### src/rtl/buspirate_pkg.sv
// Shared constants and FSM encoding for the MCU parallel-bus bridge.
package buspirate_pkg;

  localparam int MC_DATA_WIDTH = 16;
  localparam int MC_ADD_WIDTH  = 6;
  localparam logic [MC_ADD_WIDTH-1:0] SCRATCH_ADD = 6'h3F;

  typedef enum logic [2:0] {
    ST_IDLE,
    ST_WR,
    ST_RD_REQ,
    ST_RD_LATCH,
    ST_RD_DRV,
    ST_WAIT_REL
  } state_t;

endpackage

### src/rtl/mc_sync.sv
// Multi-bit 2-FF synchronizer; resets to all-ones so active-low strobes read as idle.
module mc_sync #(
  parameter int WIDTH = 1
) (
  input  logic             clock,
  input  logic             reset,
  input  logic [WIDTH-1:0] din,
  output logic [WIDTH-1:0] dout
);

  logic [WIDTH-1:0] meta_reg;
  logic [WIDTH-1:0] sync_reg;

  always_ff @(posedge clock) begin
    if (reset) begin
      meta_reg <= '1;
      sync_reg <= '1;
    end else begin
      meta_reg <= din;
      sync_reg <= meta_reg;
    end
  end

  assign dout = sync_reg;

endmodule

### src/rtl/mc_bus_bridge.sv
// MCU async memory bus to single-cycle register bus bridge, with a link-test
// scratch register at SCRATCH_ADD.
module mc_bus_bridge
  import buspirate_pkg::*;
(
  input  logic                     clock,
  input  logic                     reset,
  input  logic                     mc_ce,
  input  logic                     mc_oe,
  input  logic                     mc_we,
  input  logic [MC_ADD_WIDTH-1:0]  mc_add,
  input  logic [MC_DATA_WIDTH-1:0] mc_data_in,
  output logic [MC_DATA_WIDTH-1:0] mc_data_out,
  output logic                     mc_data_oe,
  output logic [MC_ADD_WIDTH-1:0]  reg_add,
  output logic [MC_DATA_WIDTH-1:0] reg_wdata,
  output logic                     reg_wr,
  output logic                     reg_rd,
  input  logic [MC_DATA_WIDTH-1:0] reg_rdata,
  output logic                     bus_err
);

  logic [2:0] s_strb;
  logic       s_ce, s_we, s_oe;

  mc_sync #(.WIDTH(3)) u_sync (
    .clock (clock),
    .reset (reset),
    .din   ({mc_ce, mc_we, mc_oe}),
    .dout  (s_strb)
  );

  assign s_ce = s_strb[2];
  assign s_we = s_strb[1];
  assign s_oe = s_strb[0];

  state_t state_reg, state_next;

  // Covers the synchronizer refill after reset: a CE still low from an
  // aborted access must land in WAIT_REL instead of starting a new one.
  logic [2:0] flush_reg;

  logic [MC_DATA_WIDTH-1:0] scratch_reg;
  logic [MC_DATA_WIDTH-1:0] mc_data_out_reg;
  logic [MC_DATA_WIDTH-1:0] reg_wdata_reg;
  logic [MC_ADD_WIDTH-1:0]  reg_add_reg;
  logic                     reg_wr_reg, reg_rd_reg, bus_err_reg;

  logic add_hit;
  logic load_add, load_wdata, wr_pulse, rd_pulse, err_pulse, scratch_we, data_load;

  assign add_hit = (mc_add == SCRATCH_ADD);

  always_ff @(posedge clock) begin
    if (reset) state_reg <= ST_IDLE;
    else       state_reg <= state_next;
  end

  always_comb begin
    state_next = state_reg;
    load_add   = 1'b0;
    load_wdata = 1'b0;
    wr_pulse   = 1'b0;
    rd_pulse   = 1'b0;
    err_pulse  = 1'b0;
    scratch_we = 1'b0;
    data_load  = 1'b0;
    case (state_reg)
      ST_IDLE: begin
        if (!s_ce) begin
          if (flush_reg != 3'b000) begin
            state_next = ST_WAIT_REL;
          end else if (!s_we && !s_oe) begin
            err_pulse  = 1'b1;
            state_next = ST_WAIT_REL;
          end else if (!s_we) begin
            load_add   = 1'b1;
            load_wdata = 1'b1;
            wr_pulse   = !add_hit;
            scratch_we = add_hit;
            state_next = ST_WR;
          end else if (!s_oe) begin
            load_add   = 1'b1;
            rd_pulse   = !add_hit;
            state_next = ST_RD_REQ;
          end
        end
      end
      ST_WR:       state_next = ST_WAIT_REL;
      ST_RD_REQ:   state_next = ST_RD_LATCH;
      ST_RD_LATCH: begin
        data_load  = 1'b1;
        state_next = ST_RD_DRV;
      end
      ST_RD_DRV:   if (s_ce || s_oe) state_next = ST_IDLE;
      ST_WAIT_REL: if (s_ce) state_next = ST_IDLE;
      default:     state_next = ST_IDLE;
    endcase
  end

  always_ff @(posedge clock) begin
    if (reset) begin
      flush_reg       <= 3'b111;
      scratch_reg     <= '0;
      mc_data_out_reg <= '0;
      reg_wdata_reg   <= '0;
      reg_add_reg     <= '0;
      reg_wr_reg      <= 1'b0;
      reg_rd_reg      <= 1'b0;
      bus_err_reg     <= 1'b0;
    end else begin
      flush_reg   <= {1'b0, flush_reg[2:1]};
      reg_wr_reg  <= wr_pulse;
      reg_rd_reg  <= rd_pulse;
      bus_err_reg <= err_pulse;
      if (load_add)   reg_add_reg   <= mc_add;
      if (load_wdata) reg_wdata_reg <= mc_data_in;
      if (scratch_we) scratch_reg   <= mc_data_in;
      if (data_load) begin
        mc_data_out_reg <= (reg_add_reg == SCRATCH_ADD) ? scratch_reg : reg_rdata;
      end
    end
  end

  // Raw pins gate the driver so the bus is released without synchronizer lag.
  assign mc_data_oe  = (state_reg == ST_RD_DRV) && !mc_oe && !mc_ce;
  assign mc_data_out = mc_data_out_reg;
  assign reg_add     = reg_add_reg;
  assign reg_wdata   = reg_wdata_reg;
  assign reg_wr      = reg_wr_reg;
  assign reg_rd      = reg_rd_reg;
  assign bus_err     = bus_err_reg;

endmodule

### config.mk
export PLATFORM = sky130hd
export DESIGN_NAME = mc_bus_bridge
export DESIGN_NICKNAME = d
export VERILOG_FILES = /design/src/rtl/buspirate_pkg.sv /design/src/rtl/mc_sync.sv /design/src/rtl/mc_bus_bridge.sv
export SDC_FILE = /design/constraint.sdc
export NUM_CORES = 1
export LEC_CHECK = 0
export ABC_AREA = 1
export CAP_MARGIN = 20
export CORE_MARGIN = 2
export CORE_UTILIZATION = 44
export CTS_BUF_LIST = sky130_fd_sc_hd__clkbuf_8
export DETAILED_ROUTE_END_ITERATION = 12
export GPL_TIMING_DRIVEN = 0
export PLACE_DENSITY = 0.78
export REMOVE_ABC_BUFFERS = 1
export SLEW_MARGIN = 0
export SYNTH_ARGS = -nofsm -noshare
export SYNTH_HDL_FRONTEND = slang
export SYNTH_HIERARCHICAL = 1
export SYNTH_SLANG_ARGS = --single-unit
### constraint.sdc
create_clock -name clock -period 1.2 [get_ports clock]
set_input_delay 0.18 -clock clock [delete_from_list [all_inputs] [get_ports clock]]
set_output_delay 0.18 -clock clock [all_outputs]
set_load 0.02 [all_outputs]
==> results of run 1 <==
-- metal layers --
layer  share of wire  routed length (µm)
met2            0.50                5470
met1            0.39                4230
met4           0.046                 502
met5               0                   0
met3           0.063                 690
-- layout by cell type (no fill, tap or decap), drive strengths merged, types with 23 or more instances in the layout --
| cell type | netlist | routed |
|---|---|---|
| inv | 39 | 40 |
| nand2 | 55 | 56 |
| o21ai | 24 | 24 |
| clkdlybuf4s50 | 0 | 42 |
| nand3 | 48 | 48 |
| clkdlybuf4s15 | 0 | 24 |
| buf | 16 | 48 |
| clkbuf | 5 | 25 |
| nor2 | 64 | 68 |
| a21oi | 23 | 23 |
| dfxtp | 69 | 69 |
-- through the flow --
stage / hold slack [ns] / TNS [ns]
2_1_floorplan: 0.208 / -16.46
3_3_place_gp: 0.394 / -62.34
3_5_place_dp: 0.398 / -40.52
4_1_cts: 0.360 / -6.71
5_1_grt: 0.388 / -16.15
6_report: 0.354 / -12.01
-- what timing repair did --
action / in CTS / in global routing
cloned: 10 / 0
resized for setup: 150 / 118
endpoints found under the setup margin: 102 / 98
buffers inserted: 38 / 9
pin swaps: 33 / 34
-- how the worst max path moves through the flow --
stage	to	slack, ns
floorplan	mc_data_out[0]	-0.39
global placement	reg_wdata[14]	-1.18
detailed placement	reg_wdata[15]	-0.83
CTS	reg_wdata[15]	-0.27
global route	reg_wdata[0]	-0.40
finish	scratch_reg[13]	-0.34
-- worst min-delay path: stages --
cell             delay, ns
clkdlybuf4s50_1       0.39
inv_1                 0.05
nand2_1               0.04
-- final cells by class --
class	count	area [µm²]
Timing Repair Buffer	131	1320
Fill cell	406	1500
Inverter	40	189
Sequential cell	69	1400
Clock buffer	9	124
Tap cell	77	96.3
Timing Repair inverter	2	13.8
Clock inverter	7	33.8
Multi-Input combinational cell	258	1750
-- logic make-up (layout without fill, tap and decap cells) --
kind of cell	after synthesis	after routing	share of synthesized area
AOI/OAI and AO/OA	63	63	0.121
DFF	69	69	0.470
adders and majority gates	3	3	0.0128
and+or+nand+nor	187	192	0.299
buffers and inverters	61	189	0.0974
-- power by group through the flow --
stage	Combinational, mW	Sequential, mW	Clock [mW]
finish	1.04	2.40	1.64
global route	1.08	2.40	1.74
CTS	0.754	2.38	1.58
detailed placement	0.496	2.43	0
global placement	0.484	2.42	0
floorplan	0.277	2.42	0
==> impl_metrics.env, run 1 <==
export IMPL_use_met2=0.479
export IMPL_finalSetupViolations=61
export IMPL_cts_hold_buffers=0
export IMPL_synthCells=383
export IMPL_r2r_start="u_sync/dout[2]"
export IMPL_yosysMostFrequentCell="dfxtp_1"
export IMPL_area_growth_pct=67.3
export IMPL_r2r_slack_ns=-0.34
export IMPL_violations="design-rule violations, negative setup slack"
export IMPL_synth_top_cell_by_area="dfxtp_1"
export IMPL_cts_num_sinks=69
export IMPL_gp_congestion=0.820
export IMPL_drive_gt1_frac=0.372
export IMPL_critPathTopFamily="buffers and inverters"
export IMPL_grt_use_total=0.279
export IMPL_finalHoldViolCount=0
export IMPL_min_from="mc_we"
export IMPL_grt_pass1_wl_um=16000
export IMPL_syn_area_um2=2940
export IMPL_hpwl_um=4840
export IMPL_path_depth=8
export IMPL_synth_top_area_share=0.470
export IMPL_busiest_layer="met2"
export IMPL_root_buffer="clkbuf_8"
export IMPL_preCtsSetupSlack_ns=-0.828
export IMPL_reg2regPathDepth=8
export IMPL_fin_area_um2=4920
export IMPL_h_tree_depth=3
export IMPL_io_pin_count=85
export IMPL_drtIter0Drc=247
export IMPL_avgViaCountPerCell=5.59
export IMPL_pwr_density_cell_nw_per_um2=1030
export IMPL_grt_antenna_before_repair=0
export IMPL_met1_usage=0.326
export IMPL_path_class="reg2reg"
export IMPL_wire_per_inst_um=18.4
export IMPL_first_global_vias=3228
export IMPL_seqPwrFrac=0.472
export IMPL_clk_pin_slew_ns=0.08
export IMPL_whs_endpoint="u_sync/meta_reg[1]"
export IMPL_cp_startpoint="u_sync/dout[2]"
export IMPL_min_delay_path_class="in2reg"
export IMPL_fin_ws_ns=-0.337
export IMPL_status="finished, violations left"
export IMPL_vias=3316
export IMPL_critical_path_required_ns=1.46
export IMPL_cp_slowest_stage_delay_ns=0.33
export IMPL_power_frac_clock=0.323
export IMPL_crit_top_cell="buf_6"
export IMPL_numCtsBuffers=9
export IMPL_cts_tree="done"
export IMPL_fin_nets=557
export IMPL_antenna_left=0
export IMPL_start_kind="flop"
export IMPL_synth_warnings=6
export IMPL_drt_first_pass_iters=9
export IMPL_drcViolationCount=6
export IMPL_synth_seq_area_share=0.470
export IMPL_diodes=0
export IMPL_met3_usage=0.0491
export IMPL_synth_area_leaders="dfxtp_1 47%, nand3_1 8.0%, nor2_1 7.4%, nand2_1 6.6%, inv_1 4.3%"
export IMPL_worstPathMaxFanout=3
export IMPL_avgSynthCellArea_um2=7.68
export IMPL_start_util=0.458
export IMPL_grt_overflow=0
export IMPL_routed_wl_um=10900
export IMPL_die_w_um=85.7
export IMPL_skew_ns=0.0100
export IMPL_pwr_share_comb=0.204
export IMPL_clockBufferDepth=2
export IMPL_worstPathArrival_ns=1.80
export IMPL_grt_max_degree=57
export IMPL_p_total_mw=5.07
export IMPL_r2r_end="scratch_reg[13]"
export IMPL_clock_latency_ns=0.35
export IMPL_ys_ff_latch=69
export IMPL_path_cells="inv_1, nand3_4, buf_12, buf_6, nor2_4, buf_6, a21oi_1, nor2_1"
export IMPL_ys_flop_type="dfxtp_1"
export IMPL_coreArea_um2=6420
export IMPL_dieArea_um2=7350
export IMPL_synthDistinctLibCells=28
export IMPL_p_sw_mw=1.51
export IMPL_whs_path_depth=3
export IMPL_slowest_stage="dfxtp_1"
export IMPL_fin_util=0.766
export IMPL_worst_slew_pin_slew_ns=0.461
export IMPL_synthTopCellsByCount="69 x dfxtp_1, 58 x nor2_1, 52 x nand2_1, 47 x nand3_1, 34 x inv_1"
export IMPL_fin_crit_sh=1.28
export IMPL_cp_buffers_inverters=4
export IMPL_drv_slew=0
export IMPL_fin_cells=593
export IMPL_p_leak_nw=2.07
export IMPL_fin_crit_ns=1.54
export IMPL_rsz0062_at_grt="yes"
export IMPL_num_rows=29
export IMPL_die_h_um=85.7
export IMPL_power_internal_mw=3.57
export IMPL_sw_frac_of_total=0.297
export IMPL_endpoint_kind="flop"
export IMPL_ir_worst_vdd_uv=847
export IMPL_cap_violations=0
export IMPL_async_flop_share=0
export IMPL_relSlewSlack=0.690
export IMPL_dp_cells=523
export IMPL_numPortBuffers=84
export IMPL_synth_edf_count=0
export IMPL_fmax_mhz=651
export IMPL_dpl_cell_area_um2=3740
Power figures use the tool's default switching activity.
==> run 2, diff against run 1 <==
- SYNTH_HIERARCHICAL: 1 -> unset
==> run 2 against run 1 <==
Against the previous run:
- worst setup slack better by 0.077 ns
- global-route usage is 1.7 points lower
- combinational power is 15% higher
- via count is 5.7% lower
- routed wire length is 9.3% lower
- synthesized area is 0.89% lower
- highest routed layer unchanged
- flip-flop and latch count stayed put
- the run ends with negative setup slack left
- die area is 0.85% lower
- design area is 2.3% lower
- maximum frequency is 5.3% higher
- critical path depth is 1 higher
- sequential share of layout area is 0.66 points higher
- largest cell class unchanged
==> impl_metrics.env, run 2 <==
export IMPL_antenna_left=0
export IMPL_diodes=0
export IMPL_cap_violations=0
export IMPL_fin_nets=578
export IMPL_path_cells="clkdlybuf4s50_1, nand2_1, nor2_1, nand2_1, nor2_4, buf_12, nand2_8, nor2_1, nor2_1"
export IMPL_p_total_mw=5.45
export IMPL_grt_pass1_wl_um=14700
export IMPL_vias=3128
export IMPL_drtIter0Drc=198
export IMPL_synth_seq_area_share=0.474
export IMPL_syn_area_um2=2910
export IMPL_critPathTopFamily="simple AND/OR/NAND/NOR gates"
export IMPL_num_rows=29
export IMPL_p_leak_nw=2.20
export IMPL_die_h_um=85.4
export IMPL_sw_frac_of_total=0.279
export IMPL_dieArea_um2=7290
export IMPL_synth_edf_count=0
export IMPL_p_sw_mw=1.52
export IMPL_start_util=0.456
export IMPL_grt_antenna_before_repair=0
export IMPL_yosysMostFrequentCell="nor2_1"
export IMPL_drive_gt1_frac=0.361
export IMPL_status="finished, violations left"
export IMPL_synthDistinctLibCells=25
export IMPL_gp_congestion=0.819
export IMPL_start_kind="primary input"
export IMPL_drt_first_pass_iters=4
export IMPL_crit_top_cell="nor2_1"
export IMPL_power_internal_mw=3.93
export IMPL_hpwl_um=4730
export IMPL_io_pin_count=85
export IMPL_pwr_density_cell_nw_per_um2=1130
export IMPL_slowest_stage="clkdlybuf4s50_1"
export IMPL_endpoint_kind="flop"
export IMPL_fin_ws_ns=-0.260
export IMPL_cp_slowest_stage_delay_ns=0.52
export IMPL_cts_num_sinks=69
export IMPL_grt_use_total=0.262
export IMPL_wire_per_inst_um=16.1
export IMPL_fin_util=0.752
export IMPL_grt_max_degree=28
export IMPL_root_buffer="clkbuf_8"
export IMPL_cp_buffers_inverters=2
export IMPL_cts_tree="done"
export IMPL_synthCells=413
export IMPL_mostFrequentLayoutCells="100 x nor2_1, 59 x dfxtp_1, 52 x nand2_1"
export IMPL_fin_crit_ns=1.46
export IMPL_power_frac_clock=0.335
export IMPL_violations="negative setup slack"
export IMPL_synth_area_leaders="dfxtp_1 47%, nor2_1 15%, nand2_1 10%, inv_1 5.4%, o21ai_1 3.4%"
export IMPL_fin_crit_sh=1.22
export IMPL_cts_hold_buffers=0
export IMPL_finalHoldViolCount=0
export IMPL_relSlewSlack=0.627
export IMPL_finalSetupTns_ns=-7.97
export IMPL_numCtsBuffers=9
export IMPL_synthTopCellsByCount="119 x nor2_1, 78 x nand2_1, 69 x dfxtp_1, 42 x inv_1, 20 x o21ai_1"
export IMPL_drv_slew=0
export IMPL_ys_ff_latch=69
export IMPL_clockBufferDepth=2
export IMPL_async_flop_share=0
export IMPL_worstPathArrival_ns=1.68
export IMPL_layout_commonest_cell="nor2_1"
export IMPL_clock_latency_ns=0.34
export IMPL_routed_wl_um=9880
export IMPL_skew_ns=0.00978
export IMPL_ys_flop_type="dfxtp_1"
export IMPL_worst_slew_pin_slew_ns=0.560
export IMPL_fmax_mhz=685
export IMPL_first_global_vias=3092
export IMPL_path_class="in2reg"
export IMPL_drcViolationCount=0
export IMPL_synth_top_area_share=0.474
export IMPL_area_growth_pct=64.9
export IMPL_avgSynthCellArea_um2=7.06
export IMPL_rsz0062_at_grt="yes"
export IMPL_coreArea_um2=6390
export IMPL_h_tree_depth=3
export IMPL_avgViaCountPerCell=5.09
export IMPL_synth_top_cell_by_area="dfxtp_1"
export IMPL_min_delay_path_class="in2reg"
export IMPL_seqPwrFrac=0.445
export IMPL_grt_overflow=0
export IMPL_pwr_share_comb=0.220
export IMPL_numPortBuffers=84
export IMPL_die_w_um=85.4
export IMPL_critical_path_required_ns=1.42
export IMPL_clk_pin_slew_ns=0.07
export IMPL_worstPathMaxFanout=8
export IMPL_finalSetupViolations=60
export IMPL_synth_warnings=0
export IMPL_ir_worst_vdd_uv=1040
run 2: power by group through the flow:
stage | clock network [mW] | registers [mW] | logic, mW
final | 1.83 | 2.42 | 1.20
after global routing | 1.96 | 2.43 | 1.25
after CTS | 1.84 | 2.40 | 0.983
after detailed placement | 0 | 2.43 | 0.578
after global placement | 0 | 2.42 | 0.551
after floorplan | 0 | 2.42 | 0.316
run 2: area by class of cell:
class	instances	area [µm²]
clock buffer	10	138
clock inverter	6	48.8
fill	445	1580
inverter	47	210
multi-input combinational	283	1730
sequential	69	1400
tap	77	96.3
timing repair buffer	121	1170
timing repair inverter	1	8.76
run 2: metrics by stage:
step	cell area (µm²)	instances	setup WS [ns]	hold slack, ns
floorplan	2820	396	-0.478	0.208
global placement	3760	557	-1.63	0.392
detailed placement	3810	559	-1.35	0.394
CTS	4690	609	-0.189	0.411
global route	4800	614	-0.336	0.272
finish	4800	614	-0.260	0.279
run 2: kinds of logic (layout without fill, tap and decap cells):
group	count (synthesis)	count (layout)	synth area share
and+or+nand+nor	220	223	0.308
DFF	69	69	0.474
buffers and inverters	64	185	0.0932
AOI/OAI and AO/OA	57	57	0.112
adders and majority gates	3	3	0.0129
run 2: worst reg2reg max path, delay by kind of cell, from the launching register on:
kind / cells / cell delay (ns)
AO/OA/AOI/OAI: 1 / 0.08
AND/OR/NAND/NOR: 5 / 0.60
flip-flops: 1 / 0.37
buffers and inverters: 3 / 0.32
run 2: worst paths after layout:
| path | start | cells past startpoint | slack [ns] | endpoint |
|---|---|---|---|---|
| worst max register to register | state_reg[0] | 9 | -0.25 | reg_add[0] |
| worst min-delay path | reset | 1 | 0.28 | flush_reg[2] |
| worst min register to register | u_sync.meta_reg[1] | 1 | 0.41 | u_sync.dout[1] |
| worst max-delay path | mc_add[4] | 9 | -0.26 | scratch_reg[12] |
run 2: what timing repair did:
| item | 4_1_cts | 5_1_grt |
|---|---|---|
| buffers inserted | 26 | 8 |
| endpoints found under the hold margin | 0 | 0 |
| gates cloned | 8 | 0 |
| setup endpoints to repair | 110 | 91 |
| pin swaps | 26 | 30 |
| resized for setup | 182 | 96 |
run 2: per-layer routing:
layer | track usage | vias to the layer above | share of wire
met5 | 0 | - | 0
met4 | 0.127 | 0 | 0.031
met3 | 0.0564 | 35 | 0.058
met2 | 0.464 | 126 | 0.52
met1 | 0.297 | 1462 | 0.39
li1 | - | 1505 | -
==> run 3, diff against run 2 <==
- CORE_UTILIZATION: 44 -> 49
- PLACE_DENSITY: 0.78 -> 0.82
- SKIP_CTS_REPAIR_TIMING: unset -> 1
- clock period: 1.2 -> 1.45 ns (I/O delays scaled with it)
==> run 3 against run 2 <==
Against the previous run:
- the flow still finishes with violations (negative setup slack)
- register-to-register slack better by 0.19 ns
- combinational power decreased by 49%
- non-clock buffer count down 15
- via count down 7.0%
- flip-flop and latch count stayed put
- critical path depth grew 1
- hold slack gained 0.13 ns
- critical path type is now reg2reg
==> impl_metrics.env, run 3 (synthesized netlist as in run 2, its figures left out) <==
export IMPL_grt_max_degree=33
export IMPL_gp_congestion=0.820
export IMPL_dieArea_um2=6580
export IMPL_grt_use_total=0.226
export IMPL_sw_frac_of_total=0.259
export IMPL_rsz0062_at_grt="yes"
export IMPL_clockBufferDepth=2
export IMPL_cts_tree="done"
export IMPL_wire_per_inst_um=14.2
export IMPL_hpwl_um=4730
export IMPL_endpoint_kind="flop"
export IMPL_grt_antenna_before_repair=0
export IMPL_finalSetupTns_ns=-0.203
export IMPL_start_kind="flop"
export IMPL_dp_cells=557
export IMPL_cp_startpoint="u_sync.dout[1]"
export IMPL_r2r_slack_ns=-0.06
export IMPL_cap_violations=0
export IMPL_antenna_left=0
export IMPL_clock_latency_ns=0.35
export IMPL_r2r_end="scratch_reg[3]"
export IMPL_fmax_mhz=663
export IMPL_min_delay_path_class="reg2reg"
export IMPL_avgViaCountPerCell=4.90
export IMPL_seqPwrFrac=0.467
export IMPL_clk_pin_slew_ns=0.07
export IMPL_diodes=0
export IMPL_area_growth_pct=56.1
export IMPL_cp_slowest_stage_delay_ns=0.36
export IMPL_drcViolationCount=0
export IMPL_num_rows=28
export IMPL_reg2regPathDepth=10
export IMPL_violations="negative setup slack"
export IMPL_die_h_um=81.1
export IMPL_power_internal_mw=3.13
export IMPL_path_class="reg2reg"
export IMPL_h_tree_depth=3
export IMPL_p_sw_mw=1.10
export IMPL_grt_overflow=0
export IMPL_n_fill_cell=409
export IMPL_root_buffer="clkbuf_8"
export IMPL_cts_num_sinks=69
export IMPL_slowest_stage="dfxtp_2"
export IMPL_pwr_density_cell_nw_per_um2=929
export IMPL_pwr_share_comb=0.145
export IMPL_ir_worst_vdd_uv=697
export IMPL_die_w_um=81.1
export IMPL_power_frac_clock=0.388
export IMPL_io_pin_count=85
export IMPL_fin_nets=559
export IMPL_mostFrequentLayoutCells="107 x nor2_1, 65 x dfxtp_1, 59 x nand2_1"
export IMPL_drtIter0Drc=183
export IMPL_start_util=0.501
export IMPL_skew_ns=0.00868
export IMPL_worstPathMaxFanout=6
export IMPL_p_leak_nw=2.78
export IMPL_path_cells="inv_2, ha_4, inv_4, nand3_4, nor2_4, nand2_8, clkbuf_16, nand2_1, nand2_1, nor2_1"
export IMPL_grt_pass1_wl_um=11300
export IMPL_drive_gt1_frac=0.218
export IMPL_r2r_start="u_sync.dout[1]"
export IMPL_worst_slew_pin_slew_ns=0.593
export IMPL_first_global_vias=2570
export IMPL_worstPathArrival_ns=1.79
export IMPL_numPortBuffers=84
export IMPL_numCtsBuffers=9
export IMPL_fin_crit_sh=1.04
export IMPL_routed_wl_um=8410
export IMPL_drv_slew=0
export IMPL_relSlewSlack=0.605
export IMPL_finalHoldViolCount=0
export IMPL_crit_top_cell="nand2_1"
export IMPL_finalSetupViolations=12
export IMPL_timing_hold_ws_ns=0.405
export IMPL_fin_ws_ns=-0.0580
export IMPL_vias=2908
export IMPL_fin_cells=593
export IMPL_layout_commonest_cell="nor2_1"
export IMPL_fin_crit_ns=1.51
export IMPL_status="finished, violations left"
export IMPL_coreArea_um2=5820
export IMPL_crit_end="scratch_reg[3]"
export IMPL_critical_path_required_ns=1.73
export IMPL_drt_first_pass_iters=4
run 3: worst min-delay path by stage:
stage                        from             end  cells past startpoint
2_1_floorplan               reset    flush_reg[2]                      0
3_3_place_gp   u_sync.meta_reg[1]  u_sync.dout[1]                      1
3_5_place_dp   u_sync.meta_reg[0]  u_sync.dout[0]                      1
4_1_cts        u_sync.meta_reg[2]  u_sync.dout[2]                      1
5_1_grt        u_sync.meta_reg[2]  u_sync.dout[2]                      1
6_report       u_sync.meta_reg[2]  u_sync.dout[2]                      1
run 3: metal layers:
metal	up-vias	part of all wire	GRT usage
met2	89	0.50	0.392
met1	1332	0.41	0.255
met4	0	0.036	0.0983
li1	1463	-	-
met5	-	0	0
met3	24	0.050	0.0733
run 3: layout make-up:
class,count,area [µm²],share of cell area
flip-flops and latches,69,1390,0.305
inverters,47,190,0.0418
repair buffers,106,1240,0.273
clock buffers,12,165,0.0363
well taps,75,93.8,0.0206
clock inverters,4,45.0,0.00990
multi-input cells,280,1430,0.314
run 3: metrics by stage:
| step | util | worst slack (ns) | cell area, µm² | total power, mW |
|---|---|---|---|---|
| after floorplan | - | -0.228 | 2820 | 2.27 |
| after global placement | 0.646 | -1.37 | 3760 | 2.46 |
| after detailed placement | 0.655 | -1.10 | 3810 | 2.48 |
| after CTS | 0.691 | -0.723 | 4020 | 4.10 |
| after global routing | 0.782 | -0.127 | 4550 | 4.37 |
| final | 0.782 | -0.0580 | 4550 | 4.23 |
run 3: power groups by stage:
stage | logic, mW | clock network [mW] | registers, mW
floorplan | 0.261 | 0 | 2.01
global placement | 0.452 | 0 | 2.01
detailed placement | 0.477 | 0 | 2.01
CTS | 0.481 | 1.65 | 1.96
global route | 0.666 | 1.72 | 1.98
finish | 0.613 | 1.64 | 1.98
run 3: worst max-delay path, delay by kind of cell (launching register included):
family                     cells  cell delay (ns)
DFF                            1             0.36
buffers and inverters          3             0.32
adders and majority gates      1             0.16
and+or+nand+nor                6             0.60
